[src/rtl/vram_port_arbiter_if.sv]
// Bundle of PPU fetch, CPU register and VRAM port signals around vram_port_arbiter.
// master: the surrounding system (PPU FSM, CPU decoder, RAM); slave: the arbiter.
interface vram_port_arbiter_if #(
  parameter int unsigned ADDR_W = 14,
  parameter int unsigned DATA_W = 8
);
  logic              rendering;
  logic              inc32;
  logic              ppu_req;
  logic [ADDR_W-1:0] ppu_addr;
  logic              ppu_grant;
  logic              ppu_rvalid;
  logic [DATA_W-1:0] ppu_rdata;
  logic              cpu_wr;
  logic              cpu_rd;
  logic [2:0]        cpu_reg;
  logic [DATA_W-1:0] cpu_wdata;
  logic [DATA_W-1:0] cpu_rdata;
  logic              cpu_busy;
  logic              overrun;
  logic [ADDR_W-1:0] vram_addr;
  logic [DATA_W-1:0] vram_wdata;
  logic              vram_we;
  logic [DATA_W-1:0] vram_rdata;

  modport master (
    output rendering, inc32, ppu_req, ppu_addr, cpu_wr, cpu_rd, cpu_reg, cpu_wdata, vram_rdata,
    input  ppu_grant, ppu_rvalid, ppu_rdata, cpu_rdata, cpu_busy, overrun,
    input  vram_addr, vram_wdata, vram_we
  );

  modport slave (
    input  rendering, inc32, ppu_req, ppu_addr, cpu_wr, cpu_rd, cpu_reg, cpu_wdata, vram_rdata,
    output ppu_grant, ppu_rvalid, ppu_rdata, cpu_rdata, cpu_busy, overrun,
    output vram_addr, vram_wdata, vram_we
  );
endinterface

[src/rtl/vram_port_arbiter.sv]
// Shares the single VRAM port between PPU rendering fetches and CPU $2006/$2007 traffic.
// Holds the CPU address register, write toggle, PPUDATA read buffer and auto-increment.
module vram_port_arbiter #(
  parameter int unsigned ADDR_W = 14,
  parameter int unsigned DATA_W = 8
) (
  input logic               clk,
  input logic               rst,
  vram_port_arbiter_if.slave bus
);

  typedef enum logic [1:0] {StIdle, StWait, StIssue, StCapture} state_e;

  state_e            state_q;
  logic [ADDR_W-1:0] v_q;
  logic [ADDR_W-1:0] addr_q;
  logic [ADDR_W-1:0] v_inc;
  logic [ADDR_W-1:0] vram_addr_mux;
  logic [DATA_W-1:0] buf_q;
  logic [DATA_W-1:0] pend_data_q;
  logic              w_q;
  logic              pend_wr_q;
  logic              overrun_q;
  logic              rvalid_q;

  logic busy;
  logic cpu_claim;
  logic issue_go;
  logic ppu_grant;
  logic cpu_acc;
  logic hit_67;
  logic wr_6;
  logic acc_7;
  logic clr_w;

  assign busy    = (state_q != StIdle);
  assign cpu_acc = bus.cpu_wr || bus.cpu_rd;
  assign hit_67  = cpu_acc && ((bus.cpu_reg == 3'd6) || (bus.cpu_reg == 3'd7));
  assign wr_6    = bus.cpu_wr && (bus.cpu_reg == 3'd6) && !busy;
  assign acc_7   = cpu_acc && (bus.cpu_reg == 3'd7) && !busy;
  assign clr_w   = bus.cpu_rd && (bus.cpu_reg == 3'd2);

  // The CPU claims the port in WAIT and ISSUE unless rendering needs it this cycle, so an
  // ISSUE that collides with a rendering fetch simply retries next cycle.
  assign cpu_claim = ((state_q == StWait) || (state_q == StIssue)) &&
                     !(bus.rendering && bus.ppu_req);
  assign issue_go  = (state_q == StIssue) && cpu_claim;
  assign ppu_grant = !rst && bus.ppu_req && !cpu_claim;
  assign v_inc     = bus.inc32 ? ADDR_W'(32) : ADDR_W'(1);

  always_comb begin
    vram_addr_mux = addr_q;
    if (ppu_grant) begin
      vram_addr_mux = bus.ppu_addr;
    end else if (issue_go) begin
      vram_addr_mux = v_q;
    end
  end

  always_ff @(posedge clk or posedge rst) begin
    if (rst) begin
      state_q     <= StIdle;
      v_q         <= '0;
      addr_q      <= '0;
      buf_q       <= '0;
      pend_data_q <= '0;
      w_q         <= 1'b0;
      pend_wr_q   <= 1'b0;
      overrun_q   <= 1'b0;
      rvalid_q    <= 1'b0;
    end else begin
      addr_q   <= vram_addr_mux;
      rvalid_q <= ppu_grant;
      if (hit_67 && busy) begin
        overrun_q <= 1'b1;
      end
      if (wr_6) begin
        if (!w_q) begin
          v_q[ADDR_W-1:DATA_W] <= bus.cpu_wdata[ADDR_W-DATA_W-1:0];
          w_q                  <= 1'b1;
        end else begin
          v_q[DATA_W-1:0] <= bus.cpu_wdata;
          w_q             <= 1'b0;
        end
      end
      // Placed after the $2006 update so a same-cycle status read always leaves w cleared.
      if (clr_w) begin
        w_q <= 1'b0;
      end
      unique case (state_q)
        StIdle: begin
          if (acc_7) begin
            state_q     <= StWait;
            pend_wr_q   <= bus.cpu_wr;
            pend_data_q <= bus.cpu_wdata;
          end
        end
        StWait: begin
          if (cpu_claim) begin
            state_q <= StIssue;
          end
        end
        StIssue: begin
          if (issue_go) begin
            v_q     <= v_q + v_inc;
            state_q <= pend_wr_q ? StIdle : StCapture;
          end
        end
        StCapture: begin
          buf_q   <= bus.vram_rdata;
          state_q <= StIdle;
        end
        default: state_q <= StIdle;
      endcase
    end
  end

  assign bus.ppu_grant  = ppu_grant;
  assign bus.ppu_rvalid = rvalid_q;
  assign bus.ppu_rdata  = bus.vram_rdata;
  assign bus.cpu_rdata  = buf_q;
  assign bus.cpu_busy   = busy;
  assign bus.overrun    = overrun_q;
  assign bus.vram_addr  = vram_addr_mux;
  assign bus.vram_wdata = pend_data_q;
  assign bus.vram_we    = issue_go && pend_wr_q;

endmodule

[src/flat_wrapper.sv]
// flat-port wrapper written by rule: the top's interface ports become plain ports
module vram_port_arbiter_flat 
#(
  parameter int unsigned ADDR_W = 14,
  parameter int unsigned DATA_W = 8
)
  (clk, rst, bus_rendering, bus_inc32, bus_ppu_req, bus_ppu_addr, bus_cpu_wr, bus_cpu_rd, bus_cpu_reg, bus_cpu_wdata, bus_vram_rdata, bus_ppu_grant, bus_ppu_rvalid, bus_ppu_rdata, bus_cpu_rdata, bus_cpu_busy, bus_overrun, bus_vram_addr, bus_vram_wdata, bus_vram_we);
  vram_port_arbiter_if #(.ADDR_W(ADDR_W), .DATA_W(DATA_W)) bus_i ();
  input logic clk;
  input logic rst;
  input wire logic [$bits(bus_i.rendering)-1:0] bus_rendering;
  input wire logic [$bits(bus_i.inc32)-1:0] bus_inc32;
  input wire logic [$bits(bus_i.ppu_req)-1:0] bus_ppu_req;
  input wire logic [$bits(bus_i.ppu_addr)-1:0] bus_ppu_addr;
  input wire logic [$bits(bus_i.cpu_wr)-1:0] bus_cpu_wr;
  input wire logic [$bits(bus_i.cpu_rd)-1:0] bus_cpu_rd;
  input wire logic [$bits(bus_i.cpu_reg)-1:0] bus_cpu_reg;
  input wire logic [$bits(bus_i.cpu_wdata)-1:0] bus_cpu_wdata;
  input wire logic [$bits(bus_i.vram_rdata)-1:0] bus_vram_rdata;
  output wire logic [$bits(bus_i.ppu_grant)-1:0] bus_ppu_grant;
  output wire logic [$bits(bus_i.ppu_rvalid)-1:0] bus_ppu_rvalid;
  output wire logic [$bits(bus_i.ppu_rdata)-1:0] bus_ppu_rdata;
  output wire logic [$bits(bus_i.cpu_rdata)-1:0] bus_cpu_rdata;
  output wire logic [$bits(bus_i.cpu_busy)-1:0] bus_cpu_busy;
  output wire logic [$bits(bus_i.overrun)-1:0] bus_overrun;
  output wire logic [$bits(bus_i.vram_addr)-1:0] bus_vram_addr;
  output wire logic [$bits(bus_i.vram_wdata)-1:0] bus_vram_wdata;
  output wire logic [$bits(bus_i.vram_we)-1:0] bus_vram_we;
  assign bus_i.rendering = bus_rendering;
  assign bus_i.inc32 = bus_inc32;
  assign bus_i.ppu_req = bus_ppu_req;
  assign bus_i.ppu_addr = bus_ppu_addr;
  assign bus_i.cpu_wr = bus_cpu_wr;
  assign bus_i.cpu_rd = bus_cpu_rd;
  assign bus_i.cpu_reg = bus_cpu_reg;
  assign bus_i.cpu_wdata = bus_cpu_wdata;
  assign bus_i.vram_rdata = bus_vram_rdata;
  assign bus_ppu_grant = bus_i.ppu_grant;
  assign bus_ppu_rvalid = bus_i.ppu_rvalid;
  assign bus_ppu_rdata = bus_i.ppu_rdata;
  assign bus_cpu_rdata = bus_i.cpu_rdata;
  assign bus_cpu_busy = bus_i.cpu_busy;
  assign bus_overrun = bus_i.overrun;
  assign bus_vram_addr = bus_i.vram_addr;
  assign bus_vram_wdata = bus_i.vram_wdata;
  assign bus_vram_we = bus_i.vram_we;
  vram_port_arbiter #(.ADDR_W(ADDR_W), .DATA_W(DATA_W)) u_core (.clk(clk), .rst(rst), .bus(bus_i));
endmodule
[config.mk]
export PLATFORM = sky130hd
export DESIGN_NAME = vram_port_arbiter_flat
export DESIGN_NICKNAME = d
export VERILOG_FILES = /design/src/rtl/vram_port_arbiter_if.sv /design/src/rtl/vram_port_arbiter.sv /design/src/flat_wrapper.sv
export SDC_FILE = /design/constraint.sdc
export NUM_CORES = 1
export LEC_CHECK = 0
export ABC_AREA = 1
export CORE_ASPECT_RATIO = 0.9
export CORE_UTILIZATION = 43
export DETAILED_ROUTE_END_ITERATION = 12
export HOLD_SLACK_MARGIN = 0.08
export PLACE_DENSITY = 0.74
export SYNTH_ARGS = -nofsm -noshare
export SYNTH_HDL_FRONTEND = slang
export SYNTH_SLANG_ARGS = --single-unit
[constraint.sdc]
create_clock -name clk -period 2.9 [get_ports clk]
set_input_delay 0.58 -clock clk [delete_from_list [all_inputs] [get_ports clk]]
set_output_delay 0.58 -clock clk [all_outputs]
set_load 0.01 [all_outputs]
After elaboration in Yosys (flattened, before gate mapping):

Cells that the tools add are included.

* $add $sub $neg: 1
* eq/ne operators: 9
* muxes and demuxes: 16
* reduce and logical (&&, ||, !) cells: 25

Operator list (count)
* 2-to-1 mux 14 bit: 5
* adder 14 bit: 1
* logical AND 1 bit: 13
* 2-to-1 mux 6 bit: 2
* 2-to-1 mux 2 bit: 4
* 2-to-1 mux 8 bit: 1
* one-hot mux 2 bit (4 select lines): 1
* equality test 3 bit, second input constant: 2
* inequality test 2 x 1 -> 1 bit, second input constant: 3
* equality test 2 bit, second input constant: 2
* zero test 1 bit: 4
* nonzero test 2 bit: 2
* equality test 3 x 2 -> 1 bit, second input constant: 1
* logical OR 1 bit: 3
* 2-to-1 mux 1 bit: 3
* AND reduction 3 bit: 1
* equality test 2 x 1 -> 1 bit, second input constant: 1
* zero test 2 bit: 1
* AND reduction 2 bit: 1

* bits in registers: 50
* output and inout bits: 43
* word-level logic and storage cells: 60

Longest topological paths before layout:

Gate-level depths: netlist of run 1.

* depth in word-level cells: 6
* gate-level depth with buffers: 12
* gate-level depth less buffers: 12

Least setup slack after synthesis of run 1:

No wires, ideal clock.

* path type: input -> output
* start point: in rst
* end point: out bus_vram_addr[10]
* arrival time: 2.483 ns
* data required time: 2.320 ns
* setup slack: -0.163 ns
* stages on the path: 5
* path buffers: 2
* path through: inv_1 -> nand3_1 -> buf_2 -> buf_6 -> a31oi_1

* cells in the longest elaborated chain, start to end: 4

Ends and longest elaborated chain
* from (decl): line flat_wrapper.sv:10 `input logic rst;`
* zero test 1 bit: line vram_port_arbiter.sv:48 `assign ppu_grant = !rst && bus.ppu_req && !cpu_claim;`
* logical AND 1 bit (2 in a row): line vram_port_arbiter.sv:48
* 2-to-1 mux 14 bit: line vram_port_arbiter.sv:53 `if (ppu_grant) begin`
* to (decl): line flat_wrapper.sv:26 `output wire logic [$bits(bus_i.vram_addr)-1:0] bus_vram_addr;`

No other way between the ends.

Worst setup path in the final report of run 1:

* start point: reg u_core.state_q[0]
* end point: out bus_ppu_grant

* cells in the longest elaborated chain, start to end: 5
* elaborated cells on any way between the ends: 6
* those cells by class: 2 x eq/ne; 4 x reduce/logical

Ends and longest elaborated chain
* from (decl): line vram_port_arbiter.sv:14 `state_e state_q;`
* from (signal assigned): line vram_port_arbiter.sv:62 `state_q <= StIdle;`
* from (signal assigned): line vram_port_arbiter.sv:93 `state_q <= StWait;`
* from (signal assigned): line vram_port_arbiter.sv:100 `state_q <= StIssue;`
* equality test 2 x 1 -> 1 bit or equality test 2 bit (tied branches): line vram_port_arbiter.sv:45 `assign cpu_claim = ((state_q == StWait) || (state_q == StIssue)) &&`
* logical OR 1 bit (*): line vram_port_arbiter.sv:45
* logical AND 1 bit (*): line vram_port_arbiter.sv:45
* zero test 1 bit (*): line vram_port_arbiter.sv:48
* logical AND 1 bit (*): line vram_port_arbiter.sv:48
* to (decl): line flat_wrapper.sv:20 `output wire logic [$bits(bus_i.ppu_grant)-1:0] bus_ppu_grant;`

Every way passes the cells marked *; elsewhere a longest branch is shown, timed or not.

==> results.toml, run 1 <==
[run_status]
status = "finished clean"

[die]
fp.dieArea_mm2 = 0.00678
core_mm2 = 0.00618
rows = 27
die_w_um = 86.7
start_util_pct = 44.9
dieHeight_um = 78.2
ios = 83

[min_path]
min_from = "u_core.bus.overrun"
min_path_cells = 1
min_to = "u_core.bus.overrun"
hold_path.class = "reg2reg"

[placement]
place_hpwl_um = 4840
pre_cts_ws_ps = -85.6
port_buffers = 82
gp_congestion = 0.885
place_inst = 498

[finish]
nNetsFinal = 467
drive_above_1_share_pct = 12.4
synthToLayoutAreaGrowth_pct = 36.2
final_util_pct = 61.1
fin_cells = 506
n_antenna_cell = 0

[setup_path]
rrSetupSlack_ps = 980
timing.critical_path.buf_inv = 4
start_kind = "register"
crit_path_end_kind = "primary output"
worstPathMaxFanout = 29
crit_chain = "inv_1, ha_1, nand2_1, nand3_1, buf_12, inv_1, clkdlybuf4s50_1"
cp_common_cell = "inv_1"
max_stage_delay_ps = 530
crit_type = "reg2out"
reg2reg_depth = 8
critPathTopFamily = "buffers and inverters"
r2r_start = "u_core.state_q[0]"
arrival_ps = 2170
cp_slowest_cell = "clkdlybuf4s50_1"
r2r-end = "u_core.v_q[0]"
crit_required_ps = 2320

[pwr]
p_int_w = 0.00221
sw_frac_of_total_pct = 37.5
seqPwrFrac_pct = 36.8
netSwitchingPower_w = 0.00132
p_clk_share_pct = 14.1
p_per_area_mw_per_mm2 = 933
p_comb_share_pct = 49.1
ir_drop_mv = 0.428
finalPower_w = 0.00353
leakage_nw = 1.76

[grt]
grt_max_degree = 51
gr-usage-all-layers_pct = 20.6
grt_pass1_vias = 2315
overflow = 0
grt_pass1_wl_um = 10900
antenna_found_initial = 0

[route]
drt_iter0_markers = 104
antenna_left = 0
drc = 0
via_per_inst = 4.77
routedWlPerCell_um = 12.9
first_pass_iters = 4
vias = 2415
wirelength_um = 6520

[timing]
grt_setup_unrepaired = "false"
drv_slew = 0
max_freq_mhz = 364
hold_ws_ps = 492
setup_slack_ps = 153
worst-slew-pin-transition_ps = 632
finalCriticalPeriod_ps = 2750
hold_violations = 0
setup_viol = 0
fin_crit_sh_pct = 94.7
finalClockSkew_ps = 6.54
timing.slew.headroom_pct = 57.9

[logic_synthesis]
yosys.area_share.simple_pct = 24.4
yosys.area_share.adder_pct = 3.61
ys_warn_count = 0
syn_area_mm2 = 0.00278
synth-seq-cells = 50
synth_xor_area_share_pct = 1.58
synthCells = 338
syn_nets = 386
ys_seq_area_share_pct = 45.1
synth_mux_area_share_pct = 4.46
ys_types = 28
synth.avg_cell_area_um2 = 8.21
synth_top_family_by_area = "simple AND/OR/NAND/NOR gates"
synth_compound_area_share_pct = 11.2

[job]
maxCapViolCount = 0

[clock_network]
clockBufferDepth = 2
cts.sinks = 50
cts_max_level = 2
clockRootBuffer = "clkbuf_8"
cts_tree = "yes"
clk_pin_slew_ps = 80
clock_latency_ps = 300
cts_buffers = 5
cell type report:
cell class	count	area, um^2
Multi-Input combinational cell	238	1260
Timing Repair Buffer	96	933
Inverter	28	111
Clock inverter	1	30.0
Fill cell	557	2400
Sequential cell	50	1250
Tap cell	87	109
Clock buffer	6	82.6
kinds of logic after synthesis:
logic type,count (synthesis)
flip-flops,50
buffers and inverters,50
XOR/XNOR,5
AO/OA/AOI/OAI,55
AND/OR/NAND/NOR,159
multiplexers,11
adder cells (fa/ha/maj),8
metal layers:
layer | share of wire, % | GRT usage (%)
met5 | 0 | 0
met4 | 0.84 | 4.67
met3 | 5.2 | 3.79
met2 | 43 | 32.1
met1 | 51 | 29.7
how the worst max path moves through the flow:
| stage | startpoint | to | slack (ps) | depth (start not counted) |
|---|---|---|---|---|
| 2_1_floorplan | rst | bus_vram_addr[10] | 140 | 5 |
| 3_5_place_dp | bus_ppu_req | bus_vram_addr[6] | -90 | 7 |
| 5_1_grt | u_core.state_q[0] | bus_ppu_grant | 30 | 7 |
| 4_1_cts | u_core.state_q[0] | bus_ppu_grant | 140 | 7 |
| 3_3_place_gp | rst | bus_vram_addr[10] | -30 | 7 |
| 6_report | u_core.state_q[0] | bus_ppu_grant | 150 | 7 |
repair_timing:
item,CTS,global route
resized for setup,16,0
setup endpoints to repair,14,0
hold buffers,0,0
setup buffers,1,0
sequential cells by signal (all words and copies together) (netlist names):
| signal | cells |
|---|---|
| u_core.bus.ppu_rvalid | 1 |
| u_core.addr_q | 14 |
| u_core.bus.cpu_rdata | 8 |
| u_core.state_q | 2 |
| u_core.pend_wr_q | 1 |
| u_core.v_q | 14 |
| u_core.w_q | 1 |
| u_core.bus.vram_wdata | 8 |
| u_core.bus.overrun | 1 |
placed cells by master, fill, tap and decap left out, drive strengths merged:
master         instances
nor2                  28
buf                   14
a31oi                 16
bufinv                 1
o21a                   3
a21oi                 11
ha                     8
clkbuf                 6
dlygate4sd2           14
xnor2                  1
inv                   27
o21bai                 2
o21ai                 23
clkinvlp               1
nand2                111
or2                    1
xor2                   4
nor3                   5
clkdlybuf4s50         68
dfrtp                 50
nand3                 14
mux2                  11
cells in the mapped netlist, drive strengths merged:
master / count / area (um^2)
mux2: 11 / 124
clkbuf: 2 / 17.5
o21bai: 2 / 18.8
buf: 20 / 144
or2: 1 / 6.26
xor2: 4 / 35.0
xnor2: 1 / 8.76
ha: 8 / 100
nor2: 28 / 120
o21a: 3 / 22.5
inv: 28 / 105
a21oi: 11 / 55.1
nand2: 111 / 432
nor3: 5 / 25.0
o21ai: 23 / 115
a31oi: 16 / 100
dfrtp: 50 / 1250
nand3: 14 / 95.1
per-stage QoR:
step / area [um^2] / TNS [ps]
floorplan: 2780 / 0
global placement: 3670 / -115
detailed placement: 3670 / -626
CTS: 3780 / 0
global route: 3780 / 0
finish: 3780 / 0
power by group through the flow:
stage | Combinational [W] | Sequential, W | Clock [W]
finish | 0.00173 | 0.00130 | 0.000496
CTS | 0.00175 | 0.00129 | 0.000510
global route | 0.00194 | 0.00134 | 0.000536
floorplan | 0.000973 | 0.00127 | 0
detailed placement | 0.00182 | 0.00131 | 0
global placement | 0.00177 | 0.00130 | 0
No activity file was read; power rests on OpenSTA's default activity.
==> run 2, diff against run 1 <==
--- a/config.mk
+++ b/config.mk
@@ -7,6 +7,7 @@
 export LEC_CHECK = 0
 export ABC_AREA = 1
 export CORE_ASPECT_RATIO = 0.9
+export CORE_MARGIN = 4
 export CORE_UTILIZATION = 43
 export DETAILED_ROUTE_END_ITERATION = 12
 export HOLD_SLACK_MARGIN = 0.08
==> results.toml, run 2 (synthesis gave the netlist of run 1 again) <==
[finish]
multi_input_area_mm2 = 0.00126
final_common_cell = "nand2_1"
n_antenna_cell = 0
drive_above_1_share_pct = 11.8
layout_common_cells = "105 x nand2_1, 68 x clkdlybuf4s50_1, 50 x dfrtp_1"
nNetsFinal = 464
n_fill_cell = 571
regArea_mm2 = 0.00125
synthToLayoutAreaGrowth_pct = 34.6
largestRegisters = "u_core.addr_q x14, u_core.v_q x14"
fin_cells = 504

[min_path]
hold_path.class = "reg2reg"
min_to = "u_core.bus.overrun"
min_path_cells = 1
min_from = "u_core.bus.overrun"

[setup_path]
crit_chain = "inv_1, ha_1, nand2_1, nand3_1, buf_12, inv_1, clkdlybuf4s50_1"
cp_slowest_cell = "clkdlybuf4s50_1"
critPathTopFamily = "buffers and inverters"
reg2reg_depth = 8
crit_path_end_kind = "primary output"
cp_common_cell = "inv_1"
r2r_start = "u_core.state_q[0]"
crit_required_ps = 2320
worstPathMaxFanout = 29
arrival_ps = 2180
r2r-end = "u_core.v_q[3]"
rrSetupSlack_ps = 970
max_stage_delay_ps = 540
timing.critical_path.buf_inv = 4
crit_type = "reg2out"
start_kind = "register"

[clock_network]
cts_max_level = 2
clockRootBuffer = "clkbuf_8"
cts_tree = "yes"
cts.sinks = 50
clockBufferDepth = 2
clock_latency_ps = 300
cts_buffers = 5
clk_pin_slew_ps = 90

[route]
routedWlPerCell_um = 13.4
met1_length_um = 3310
wirelength_um = 6760
wl_met2_um = 2950
dr_wl_met3_um = 450
first_pass_iters = 4
drt_iter0_markers = 138
antenna_left = 0
via_per_inst = 4.89
top_layer = "met4"
drc = 0
vias = 2464

[pwr]
p_per_area_mw_per_mm2 = 918
p_clk_share_pct = 12.1
sw_frac_of_total_pct = 38.8
ir_drop_mv = 0.381
seqPwrFrac_pct = 37.9
netSwitchingPower_w = 0.00133
leakage_nw = 1.74
p_comb_share_pct = 49.9
p_int_w = 0.00210

[timing]
hold_violations = 0
finalCriticalPeriod_ps = 2760
drv_slew = 0
worst-slew-pin-transition_ps = 623
tns_ps = 0
grt_setup_unrepaired = "false"
timing.slew.headroom_pct = 58.5
setup_viol = 0
fin_crit_sh_pct = 95.0
finalClockSkew_ps = 3.74
max_freq_mhz = 363

[grt]
grt_pass1_wl_um = 11500
overflow = 0
antenna_found_initial = 0
gr-usage-all-layers_pct = 18.3
grt_pass1_vias = 2395
grt_max_degree = 51

[die]
fp.dieArea_mm2 = 0.00781
dieHeight_um = 84.2
core_mm2 = 0.00618
die_w_um = 92.7
ios = 83
rows = 27
start_util_pct = 44.9

[placement]
place_inst = 496
port_buffers = 82
place_hpwl_um = 5120
gp_congestion = 0.869

[run_status]
status = "finished clean"

[job]
maxCapViolCount = 0
run 2: cell types whose count changed in the layout (fill, tap and decap cells not counted), sizes merged:
cell and change:
clkbuf +1, clkinv +1, bufinv -1, buf -3
run 2: layer usage:
layer / track usage [%] / vias up
met4: 3.60 / 0
met1: 26.6 / 1137
met2: 27.7 / 77
met5: 0 / -
li1: - / 1244
met3: 4.84 / 6
run 2: what timing repair did:
action / in CTS / in global routing
hold buffers: 0 / 0
endpoints found under the setup margin: 14 / 0
setup buffers: 0 / 0
hold endpoints to repair: 0 / 0
resized for setup: 16 / 0
run 2: layout make-up:
| type | count | area share, % |
|---|---|---|
| Multi-Input combinational cell | 238 | 33.8 |
| Tap cell | 87 | 2.91 |
| Clock inverter | 1 | 0.134 |
| Timing Repair Buffer | 93 | 24.4 |
| Sequential cell | 50 | 33.5 |
| Inverter | 28 | 2.98 |
| Clock buffer | 7 | 2.31 |
run 2: how the worst max path moves through the flow:
stage / from / endpoint / slack, ps / cells past startpoint
floorplan: rst / bus_vram_addr[10] / 140 / 5
global placement: bus_ppu_req / bus_vram_addr[10] / -40 / 7
detailed placement: bus_ppu_req / bus_vram_addr[10] / -60 / 7
CTS: u_core.state_q[0] / bus_ppu_grant / 130 / 7
global route: u_core.state_q[0] / bus_ppu_grant / 30 / 7
finish: u_core.state_q[0] / bus_ppu_grant / 140 / 7
run 2: power groups by stage:
stage	combinational, W	sequential [W]	clock (W)
2_1_floorplan	0.000973	0.00127	0
3_3_place_gp	0.00176	0.00130	0
3_5_place_dp	0.00180	0.00131	0
4_1_cts	0.00173	0.00130	0.000432
5_1_grt	0.00191	0.00135	0.000464
6_report	0.00171	0.00130	0.000417
run 2: per-stage QoR:
stage	instance area, um^2	setup WS (ps)	utilization [%]	total power, W	hold WS, ps
after floorplan	2780	140	-	0.00225	493
after global placement	3650	-42.6	59.1	0.00307	465
after detailed placement	3650	-63.9	59.1	0.00311	461
after CTS	3740	126	60.4	0.00346	492
after global routing	3740	30.1	60.4	0.00372	511
final	3740	144	60.4	0.00343	489
==> run 3, diff against run 2 <==
--- a/config.mk
+++ b/config.mk
@@ -12,6 +12,7 @@
 export DETAILED_ROUTE_END_ITERATION = 12
 export HOLD_SLACK_MARGIN = 0.08
 export PLACE_DENSITY = 0.74
+export SKIP_LAST_GASP = 1
 export SYNTH_ARGS = -nofsm -noshare
 export SYNTH_HDL_FRONTEND = slang
 export SYNTH_SLANG_ARGS = --single-unit
==> results of run 3 <==
Same layout as run 2: the final DEF is identical, and so are final timing and power.
